**src/rtl/ece423_qsys_led_sequencer.sv**
```systemverilog
// ece423_qsys_led_sequencer: CPU-programmed LED step sequencer driving an 8-bit PIO over an Avalon-MM write master.
module ece423_qsys_led_sequencer #(
  parameter int PERIOD_W  = 24,
  parameter int NUM_STEPS = 4
) (
  input  logic                clk,
  input  logic                reset,
  input  logic [2:0]          s_address,
  input  logic                s_chipselect,
  input  logic                s_write_n,
  input  logic [31:0]         s_writedata,
  output logic [31:0]         s_readdata,
  output logic [2:0]          m_address,
  output logic                m_chipselect,
  output logic                m_write_n,
  output logic [31:0]         m_writedata,
  input  logic                m_waitrequest
);
  typedef enum logic [1:0] {IDLE, WR_SET, WR_CLR, WR_STEP} state_t;
  state_t state, state_nxt;
  logic [7:0] val, val_nxt;
  logic en, oneshot, overrun, set_pending, clr_pending, step_pending, busy;
  logic [1:0] step;
  logic [PERIOD_W-1:0] period, cnt;
  logic [7:0] set_mask, clr_mask, wd;
  logic [7:0] pat [NUM_STEPS];
  logic wr, ctrl_wr, per_wr, set_wr, clr_wr, pat_wr, tick;
  logic set_req, clr_req, acc_set, acc_clr, acc_step, step_done, unused_wd;
  assign wr        = s_chipselect & ~s_write_n;
  assign wd        = s_writedata[7:0];
  assign ctrl_wr   = wr && s_address == 3'd0;
  assign per_wr    = wr && s_address == 3'd1;
  assign set_wr    = wr && s_address == 3'd2;
  assign clr_wr    = wr && s_address == 3'd3;
  assign pat_wr    = wr && s_address[2];
  assign unused_wd = ^s_writedata;
  assign tick      = en && cnt == period;
  // A SET/CLEAR write seen while idle is taken in the same edge, giving single-cycle latency.
  assign set_req   = set_pending | set_wr;
  assign clr_req   = clr_pending | clr_wr;
  assign acc_set   = state == IDLE && set_req;
  assign acc_clr   = state == IDLE && !set_req && clr_req;
  assign acc_step  = state == IDLE && !set_req && !clr_req && step_pending;
  assign step_done = state == WR_STEP && !m_waitrequest;
  assign busy      = state != IDLE || set_pending || clr_pending || step_pending;
  always_comb begin
    state_nxt = state;
    val_nxt   = val;
    if (acc_set) begin
      state_nxt = WR_SET;
      val_nxt   = set_pending ? set_mask : wd;
    end else if (acc_clr) begin
      state_nxt = WR_CLR;
      val_nxt   = clr_pending ? clr_mask : wd;
    end else if (acc_step) begin
      state_nxt = WR_STEP;
      val_nxt   = pat[step];
    end else if (state != IDLE && !m_waitrequest)
      state_nxt = IDLE;
  end
  always_ff @(posedge clk) begin
    if (reset) begin
      state <= IDLE;
      val   <= '0;
    end else begin
      state <= state_nxt;
      val   <= val_nxt;
    end
  end
  always_ff @(posedge clk) begin
    if (reset) begin
      en           <= 1'b0;
      oneshot      <= 1'b0;
      overrun      <= 1'b0;
      set_pending  <= 1'b0;
      clr_pending  <= 1'b0;
      step_pending <= 1'b0;
      set_mask     <= '0;
      clr_mask     <= '0;
      step         <= '0;
      cnt          <= '0;
      period       <= '0;
      for (int i = 0; i < NUM_STEPS; i++) pat[i] <= '0;
    end else begin
      if (en) cnt <= tick ? '0 : cnt + PERIOD_W'(1);
      if (tick) begin
        step_pending <= 1'b1;
        if (step_pending && !acc_step) overrun <= 1'b1;
      end else if (acc_step)
        step_pending <= 1'b0;
      // A write landing on the accept edge becomes the next pending mask.
      set_mask    <= acc_set ? (set_pending && set_wr ? wd : '0) : set_wr ? set_mask | wd : set_mask;
      set_pending <= acc_set ? set_pending && set_wr : set_req;
      clr_mask    <= acc_clr ? (clr_pending && clr_wr ? wd : '0) : clr_wr ? clr_mask | wd : clr_mask;
      clr_pending <= acc_clr ? clr_pending && clr_wr : clr_req;
      if (step_done) begin
        step <= step + 2'd1;
        if (oneshot && step == 2'd3) begin
          en           <= 1'b0;
          step         <= '0;
          step_pending <= 1'b0;
          cnt          <= '0;
        end
      end
      if (ctrl_wr) begin
        en      <= s_writedata[0];
        oneshot <= s_writedata[1];
        if (s_writedata[3]) overrun <= 1'b0;
        if (s_writedata[0] && !en) begin
          cnt          <= '0;
          step         <= '0;
          step_pending <= 1'b1;
        end else if (!s_writedata[0])
          step_pending <= 1'b0;
      end
      if (per_wr) period <= s_writedata[PERIOD_W-1:0];
      if (pat_wr) pat[s_address[1:0]] <= wd;
    end
  end
  assign s_readdata   = s_address == 3'd0 ? {26'b0, step, overrun, busy, oneshot, en} :
                        s_address == 3'd1 ? 32'(period) :
                        s_address[2]      ? {24'b0, pat[s_address[1:0]]} : '0;
  assign m_chipselect = state != IDLE;
  assign m_write_n    = state == IDLE;
  assign m_address    = state == WR_SET ? 3'd4 : state == WR_CLR ? 3'd5 : 3'd0;
  assign m_writedata  = state == IDLE ? '0 : {24'b0, val};
endmodule

```
**config.mk**
```make
export PLATFORM = sky130hd
export DESIGN_NAME = ece423_qsys_led_sequencer
export DESIGN_NICKNAME = d
export VERILOG_FILES = /design/src/rtl/ece423_qsys_led_sequencer.sv
export SDC_FILE = /design/constraint.sdc
export NUM_CORES = 1
export LEC_CHECK = 0
export ABC_AREA = 1
export BUFFER_PORTS_ARGS = -buffer_cell sky130_fd_sc_hd__buf_2
export CAP_MARGIN = 20
export CORE_MARGIN = 4
export CORE_UTILIZATION = 60
export CTS_BUF_LIST = sky130_fd_sc_hd__clkbuf_16
export CTS_CLUSTER_DIAMETER = 40
export CTS_CLUSTER_SIZE = 8
export DETAILED_ROUTE_END_ITERATION = 16
export GPL_TIMING_DRIVEN = 0
export MAX_ROUTING_LAYER = met4
export PLACE_DENSITY_LB_ADDON = 0.15
export SYNTH_ARGS = -nofsm -noshare
export SYNTH_HDL_FRONTEND = slang
export SYNTH_SLANG_ARGS = --single-unit
```
**constraint.sdc**
```tcl
create_clock -name clk -period 2.8 [get_ports clk]
set_input_delay 0.56 -clock clk [delete_from_list [all_inputs] [get_ports clk]]
set_output_delay 0.56 -clock clk [all_outputs]
set_load 0.02 [all_outputs]
```
Yosys cells after proc, flatten, opt, wreduce, memory -nomap -nowiden. Memories as Yosys holds them, arrays and structs flattened. A register that Yosys moved wholly into a read port is not among the register bits. Cells that the tools add are included.

Flip-flop bits (word level): 82. Memory bits (writable): 32. Output and inout port bits: 69. Memories kept: 1.

Memory list: pat (depth 4, bits a word 8, rd ports 2, clocked after memory_dff 1, wr ports 4, line 26) `logic [7:0] pat [NUM_STEPS];`.

$add $sub $neg: 2. Equality and inequality tests: 8. Multiplexer cells: 56. Bitwise logic cells: 6. Reductions and logical operators: 39.

Operator list (count): $mux 24 (8); $mux 8 (14); $add 24x1->24 const B (1); $eq 24x24->1 (1); $mux 1 (23); $logic_and 1x1->1 (18); $mux 2 (9); $or 8x8->8 (2); $reduce_bool 2->1 (5); $reduce_or 8->1 (1); $eq 2x2->1 const B (3); $eq 3x2->1 const B (2); $mux 3 (2); $reduce_bool 3->1 (2); $logic_not 1->1 (5); $reduce_bool 4->1 (1); $eq 3x1->1 const B (1); $logic_not 3->1 (1); $logic_or 1x1->1 (3); $add 2x1->2 const B (1); $eq 2x1->1 const B (1); $logic_not 2->1 (1); $or 1x1->1 (2); $reduce_and 2->1 (1); other kinds (3) (3).

Depth between registers and ports, before layout. Gate-level depths: netlist of run 1.

Depth after elaboration: 15. Gate-level depth with buffers: 14. Depth with buffers taken out: 12.

Worst setup path after synthesis of run 1. Ideal clock, no wire load.

Path kind: input to output. Start: input s_address[1]. End: output s_readdata[1]. Arrival: 1775 ps. Data required time: 2240 ps. Setup slack: 465 ps. Stages on the path: 7. Path buffers: 2. Path through: buf_4 nor2_4 inv_2 nor2_1 inv_2 clkbuf_1 o211ai_1.

Longest elaborated chain between the ends: 4. Elaborated cells between the ends (all ways): 6. Classes of those cells: eq/ne: 1; mux: 3; reduce/logical: 1; memory: 1.

Ends and longest elaborated chain: start, declared (line 8) `input logic [2:0] s_address,`; $mem_v2 4x8; $mux 8 (line 122) `s_address[2] ? {24'b0, pat[s_address[1:0]]} : '0;`; $mux 24 (line 121) `s_address == 3'd1 ? 32'(period) :`; $mux 24 (*) (line 120) `assign s_readdata = s_address == 3'd0 ? {26'b0, step, overrun, busy, oneshot, en} :`; end, declared (line 12) `output logic [31:0] s_readdata,`.

Mark *: on every way between the ends. The rest lies on a longest branch, timed or not.

Worst setup path after layout of run 1.
Start: register clr_pending. End: output s_readdata[2].

Longest elaborated chain between the ends: 3.

Ends and longest elaborated chain: start, declared (line 22) `logic en, oneshot, overrun, set_pending, clr_pending, step_pending, busy;`; start signal, assigned (line 95) `clr_pending <= acc_clr ? clr_pending && clr_wr : clr_req;`; $logic_or 1x1->1 (2 in series) (line 45) `assign busy = state != IDLE || set_pending || clr_pending || step_pending;`; $mux 24 (line 120).

Every way passes these cells.

==> impl_metrics.json, run 1 <==
{
  "cap_viol_max_count": 0,
  "grt_max_degree": 17,
  "dp_hpwl_mm": 12.40,
  "status": "finished, final reports clean",
  "numPortBuffers": 66,
  "path_common_cell": "clkbuf_1",
  "cts_buffers": 17,
  "rows": 37,
  "cp.required_ps": 2240,
  "place_congestion": 0.9458,
  "irDropWorstVdd_mv": 0.5142,
  "critPathArrivalTime_ps": 2190,
  "antenna_found_initial": 0,
  "synthFlopType": "dfxtp_1",
  "vias": 6117,
  "finalCritPeriodShare_pct": 98.20,
  "clk_pin_slew_worst_paths_ps": 50,
  "n_antenna_cell": 0,
  "routed_via_density": 5.301,
  "syn_area_um2": 6325,
  "core_um2": 10280,
  "p_seq_share_pct": 40.9,
  "relSlewSlack_pct": 54.67,
  "rsz0062_at_grt": "false",
  "worstSetupStartpointType": "flip-flop",
  "first_pass_iters": 6,
  "r2r_start": "state[0]$_SDFFE_PP0P_",
  "crit_family": "compound AO/OA/AOI/OAI gates",
  "grt_pass1_wl_mm": 26.87,
  "p_leak_nw": 3.351,
  "pin_count": 109,
  "synth_area_per_cell_um2": 7.123,
  "min_path_cells": 3,
  "hold_end": "period[18]$_SDFFE_PP0P_",
  "drtIter0Drc": 477,
  "worst-path-buf-inv": 3,
  "synth.distinct_cells": 41,
  "post-cts-setup-buffers": 0,
  "num-nets-final": 1050,
  "cp_cell_sequence": "clkbuf_1, clkbuf_1, o41ai_1, o211ai_1, buf_2",
  "max_freq_ghz": 0.3637,
  "syn2layout_area_growth_pct": 18.91,
  "netSwitchingFraction_pct": 24.83,
  "multi_input_area_um2": 3010,
  "cts_root_buf": "clkbuf_16",
  "ff2ff_path_depth": 8,
  "synthArstFlopShare_pct": 0,
  "die_area_um2": 12250,
  "p_total_mw": 4.358,
  "worst_pin_slew_ps": 675.4,
  "die_width_um": 110.7,
  "finalHoldViolations": 0,
  "die_y_um": 110.7,
  "crit_slowest_cell": "o41ai_1",
  "setup_viol": 0,
  "slew_viol_final": 0,
  "drive_gt1_share_pct": 16.40,
  "grt_pass1_vias": 5715,
  "switchingPower_mw": 1.082,
  "pwr_density_cell_nw_per_um2": 579.5,
  "p_clk_share_pct": 48.6,
  "initial_core_util_pct": 61.54,
  "endpoint_kind": "primary output",
  "synth_cells": 888,
  "final_core_util_pct": 73.18,
  "hold_path.class": "in2reg",
  "reg2reg_to": "val[0]$_SDFFE_PP0P_",
  "synth_enable_flop_cells": 32,
  "seq_area_frac_synth_pct": 41.15,
  "regArea_um2": 2603,
  "min-delay-start": "s_writedata[18]",
  "finalClockSkew_ps": 8.434,
  "comb_power_share_pct": 10.5,
  "overflow": 0,
  "worst-path-max-fanout": 10,
  "cts.hold.buffers_added": 0,
  "drtAntennaViolNets": 0,
  "drc": 0,
  "max_stage_delay_ps": 640,
  "clock_sinks": 114,
  "p_int_mw": 3.276,
  "htreeDepth": 4,
  "fillers": 891,
  "wl_mm": 16.83,
  "period_needed_ps": 2750,
  "ys_ff_latch": 114,
  "clk_latency_ps": 420,
  "worstSetupPathType": "reg2out",
  "track_usage_pct": 27.97,
  "clock_path_buffers": 2,
  "rrSetupSlack_ps": 920,
  "yosysWarnings": 0,
  "cts_tree": "yes",
  "detail_route.wl_per_cell_um": 14.58
}
## per-stage QoR
stage	hold slack (ps)	cell area, um^2	instances	TNS, ps	setup WS, ps
6_report	417.8	7521	1154	0	50.47
5_1_grt	425.0	7521	1154	0	4.596
4_1_cts	408.6	7515	1153	0	28.68
3_5_place_dp	454.0	6945	1122	-47.88	-47.88
3_3_place_gp	449.4	6945	1122	-52.90	-52.90
2_1_floorplan	435.8	6445	920	0	465.0
## final cells by class
type / instances / share of cell area (%)
well taps: 136 / 2.263
clock buffers: 17 / 5.656
plain buffers: 62 / 5.240
inverters: 116 / 5.789
repair buffers: 67 / 4.458
multi-input cells: 627 / 40.03
clock inverters: 15 / 1.963
flip-flops and latches: 114 / 34.60
## layer usage
layer | wire [um] | GRT usage, % | up-vias
met5 | 0 | - | -
met4 | 627 | 13.55 | 0
met3 | 1209 | 7.587 | 64
met2 | 8076 | 45.06 | 250
met1 | 6914 | 32.38 | 2744
li1 | - | - | 3059
## cell usage after synthesis, types with 3 or more instances
library cell | n | area share [%]
xor2_1 | 17 | 2.4
nor2_2 | 3 | 0.30
nand4_1 | 9 | 0.89
dfxtp_1 | 82 | 26
clkbuf_1 | 17 | 1.0
nand2_2 | 4 | 0.40
edfxtp_1 | 32 | 15
a21oi_1 | 72 | 5.7
o21ai_0 | 53 | 4.2
nand2_1 | 168 | 10
buf_2 | 5 | 0.40
nor2_1 | 133 | 7.9
nand3_1 | 53 | 4.2
inv_2 | 11 | 0.65
ha_1 | 5 | 0.99
buf_4 | 37 | 4.4
nor4_1 | 3 | 0.30
a22oi_1 | 4 | 0.47
o211ai_1 | 13 | 1.5
o21ai_1 | 10 | 0.79
nor2_4 | 3 | 0.53
nor3_1 | 21 | 1.7
o22a_1 | 5 | 0.69
inv_1 | 105 | 6.2
## tightest hold or removal path, delay by kind of cell
family	cells	cell delay, ps
buffers and inverters	1	80
AO/OA/AOI/OAI	2	160
## sequential cells by signal, indices dropped and copies added, names as in the netlist
name	cells
step	2
step_pending	1
oneshot	1
clr_pending	1
overrun	1
cnt	24
period	24
pat	32
state	2
clr_mask	8
set_pending	1
en	1
set_mask	8
val	8
## power groups by stage
stage                     Clock, mW  Sequential [mW]  Combinational, mW
after floorplan                   0             1.80              0.331
after global placement            0             1.81              0.445
after detailed placement          0             1.82              0.449
after CTS                      2.13             1.78              0.452
after global routing           2.21             1.79              0.504
final                          2.12             1.78              0.459
## what timing repair did
item                       in CTS  in global routing
setup endpoints to repair       1                 10
resized for setup               0                  2
pin swaps                       0                  1
## layout by cell type, fill, tap and decap left out, types with 3 or more instances in the layout
cell       netlist  routed
a21oi_1         72      72
a22oi_1          4       4
buf_2            5      72
buf_4           37      37
bufinv_16        0       3
clkbuf_1        17      15
clkbuf_16        0      17
clkinv_1         0       4
clkinv_2         0       3
conb_1           1      33
dfxtp_1         82      82
edfxtp_1        32      32
ha_1             5       5
inv_1          105     106
inv_2           11      12
nand2_1        168     168
nand2_2          4       4
nand3_1         53      53
nand4_1          9       9
nor2_1         133     133
nor2_2           3       3
nor2_4           3       3
nor3_1          21      21
nor4_1           3       3
o211ai_1        13      13
o21ai_0         53      53
o21ai_1         10      10
o22a_1           5       5
xor2_1          17      17
## kinds of logic (layout without fill, tap and decap cells)
logic type / after synthesis / in the layout / synth area share (%)
compound gates: 166 / 166 / 14.70
xor+xnor: 18 / 18 / 2.493
flops: 114 / 114 / 41.15
simple gates: 405 / 405 / 27.46
fa+ha+maj: 5 / 5 / 0.9891
buf+inv: 179 / 277 / 13.16
other cells: 1 / 33 / 0.05929
## worst max path at each step
stage,startpoint,to,slack (ps),depth (start not counted)
floorplan,s_address[1],s_readdata[1],470,7
global placement,s_address[1],s_readdata[1],-50,9
detailed placement,s_address[1],s_readdata[1],-50,9
CTS,s_address[1],s_readdata[15],30,9
global route,s_address[1],s_readdata[13],5,9
finish,clr_pending$_SDFF_PP0_,s_readdata[2],50,5
Power figures use the tool's default switching activity.
==> run 2: changes to the inputs <==
--- a/config.mk
+++ b/config.mk
@@ -5,7 +5,6 @@
 export SDC_FILE = /design/constraint.sdc
 export NUM_CORES = 1
 export LEC_CHECK = 0
-export ABC_AREA = 1
 export BUFFER_PORTS_ARGS = -buffer_cell sky130_fd_sc_hd__buf_2
 export CAP_MARGIN = 20
 export CORE_MARGIN = 4
==> run 2 against run 1 <==
Flip-flop and latch count unchanged. Combinational power down 16%. Global-route usage up 0.45 points. Hold slack worse by 37 ps. Cell count down 22%. Total power down 1.9%. Critical path depth up 2. Worst setup slack better by 16 ps. Area after synthesis down 3.8%. Cell area down 3.0%. First-iteration DRC count down 34%. Critical path type is now in2out. Critical endpoint is now s_readdata[1].
==> impl_metrics.json, run 2 <==
{
  "status": "finished, final reports clean",
  "cts_tree": "yes",
  "drc": 0,
  "hold_path.class": "in2reg",
  "worst-path-max-fanout": 10,
  "clock_sinks": 114,
  "finalHoldViolations": 0,
  "worst-path-buf-inv": 4,
  "routed_via_density": 5.642,
  "synthFlopType": "dfxtp_1",
  "cp_cell_sequence": "buf_2, buf_4, buf_2, nor2b_2, a22oi_1, o21ai_0, buf_2",
  "rows": 36,
  "first_pass_iters": 5,
  "cp.required_ps": 2240,
  "synth_area_per_cell_um2": 9.616,
  "synth.distinct_cells": 54,
  "antenna_found_initial": 0,
  "track_usage_pct": 28.42,
  "synth_cells": 633,
  "overflow": 0,
  "cts_buffers": 17,
  "final_cell_mix": "dfxtp_1 (82), buf_2 (79), nand2_1 (76), nor2_1 (45), buf_4 (37)",
  "pin_count": 109,
  "top_regs": "pat x32, cnt x24, period x24",
  "crit_slowest_cell": "nor2b_2",
  "synth_enable_flop_cells": 32,
  "largest_reg_flops": 32,
  "dpl-instance-area_um2": 6704,
  "drive_gt1_share_pct": 25.59,
  "yosysTopAreaCellShare_pct": 26.97,
  "slew_viol_final": 0,
  "grt_pass1_wl_mm": 24.59,
  "detail_route.wl_per_cell_um": 17.60,
  "die_width_um": 108.7,
  "worstSetupStartpointType": "input port",
  "die_y_um": 108.7,
  "cts.hold.buffers_added": 0,
  "stdcell_area_um2": 7296,
  "max_stage_delay_ps": 280,
  "synth_largest_area_cell": "dfxtp_1",
  "critPathArrivalTime_ps": 2170,
  "seq_area_frac_synth_pct": 42.75,
  "ys_ff_latch": 114,
  "yosysWarnings": 0,
  "htreeDepth": 4,
  "dp_hpwl_mm": 11.23,
  "path_common_cell": "buf_2",
  "finalClockSkew_ps": 12.75,
  "initial_core_util_pct": 61.99,
  "final_core_util_pct": 74.30,
  "crit_family": "buffers and inverters",
  "post-cts-setup-buffers": 0,
  "core_um2": 9819,
  "fin_ws_ps": 66.87,
  "synth_common_cells": "dfxtp_1 (82), nand2_1 (76), nor2_1 (46)",
  "num-nets-final": 794,
  "final_common_cell": "dfxtp_1",
  "relSlewSlack_pct": 38.38,
  "vias": 5050,
  "syn2layout_area_growth_pct": 19.86,
  "drtIter0Drc": 317,
  "endpoint_kind": "primary output",
  "ff2ff_path_depth": 6,
  "numPortBuffers": 66,
  "drtAntennaViolNets": 0,
  "clk_latency_ps": 410,
  "place_congestion": 0.8975,
  "setup_viol": 0,
  "cp.depth": 7,
  "irDropWorstVdd_mv": 0.5723,
  "finalCritPeriodShare_pct": 97.61,
  "pwr_density_cell_nw_per_um2": 586.2,
  "synthArstFlopShare_pct": 0,
  "syn_area_um2": 6087,
  "n_antenna_cell": 0,
  "worst_pin_slew_ps": 922.4,
  "p_leak_nw": 3.032,
  "final_cells": 895,
  "fillers": 747,
  "rsz0062_at_grt": "false",
  "min_path_cells": 3,
  "period_needed_ps": 2733,
  "synthTopCellsByArea": "dfxtp_1 (27%), edfxtp_1 (16%), mux4_2 (5.9%)",
  "worstSetupPathType": "in2out",
  "die_area_um2": 11820,
  "dpl.cell_count": 864,
  "regMostFlops": "pat",
  "grt_pass1_vias": 5023,
  "cap_viol_max_count": 0,
  "cts_root_buf": "clkbuf_16",
  "grt_max_degree": 17,
  "clk_pin_slew_worst_paths_ps": 50,
  "synth.most_common_cell": "dfxtp_1",
  "max_freq_ghz": 0.3659,
  "dp_slack_ps": -95.81,
  "clock_path_buffers": 2,
  "wl_mm": 15.76
}
==> run 2: cell count changes in the layout (fill, tap and decap cells not counted), moves of 17 or more <==
cell and delta:
nand2_1 -92, a21oi_1 -39, o21ai_0 -43, mux2_2 +17
inv_1 -90, nand3_1 -36, and2_1 +17, nor2_1 -88
==> run 2: final cells by class <==
class	count	area [um^2]	share of cell area, %
inverter	14	52.55	0.7203
buffer	70	419.2	5.745
multi-input combinational	466	3148	43.15
clock inverter	15	151.4	2.075
clock buffer	17	425.4	5.831
tap	133	166.4	2.281
sequential	114	2603	35.67
timing repair buffer	66	330.3	4.528
==> run 2: cell families after synthesis <==
group | synth area share (%)
AO/OA/AOI/OAI | 10.07
XOR/XNOR | 6.763
adder cells (fa/ha/maj) | 1.028
buffers and inverters | 7.790
flip-flops | 42.75
multiplexers | 10.71
other | 0.06161
AND/OR/NAND/NOR | 20.82
==> run 2: worst paths after layout <==
kind	startpoint	to	slack (ps)
worst max-delay path	s_address[0]	s_readdata[1]	70
worst min-delay path	s_writedata[11]	period[11]$_SDFFE_PP0P_	380
worst max register to register	state[0]$_SDFFE_PP0P_	val[5]$_SDFFE_PP0P_	760
worst min register to register	clr_mask[2]$_SDFFE_PP0P_	clr_mask[2]$_SDFFE_PP0P_	480
==> run 2: repair_timing <==
action / 4_1_cts / 5_1_grt
pin swaps: 0 / 0
gates resized for setup: 2 / 4
setup endpoints to repair: 1 / 14
==> run 2: report_power, final <==
part | internal (mW) | switching [mW]
combinational | 0.148 | 0.236
clock | 1.37 | 0.758
sequential | 1.74 | 0.0233
total | 3.26 | 1.02
==> run 2: per-layer routing <==
metal	part of all wire (%)	global-route usage, %	up-vias
li1	-	-	2409
met1	38	30.77	2397
met2	51	48.59	201
met3	6.6	6.394	43
met4	3.8	15.24	0
met5	0	-	-
==> run 2: tightest hold or removal path: cells and delay by family <==
kind	cells	cell delay [ps]
AOI/OAI and AO/OA	1	50
buffers and inverters	1	90
and+or+nand+nor	1	40
==> run 2: stage by stage <==
stage	hold slack, ps	setup TNS [ps]	total power [mW]
floorplan	436.9	0	2.052
global placement	450.5	-2200	2.156
detailed placement	455.9	-1915	2.166
CTS	378.8	0	4.266
global route	387.4	0	4.381
finish	380.8	0	4.276
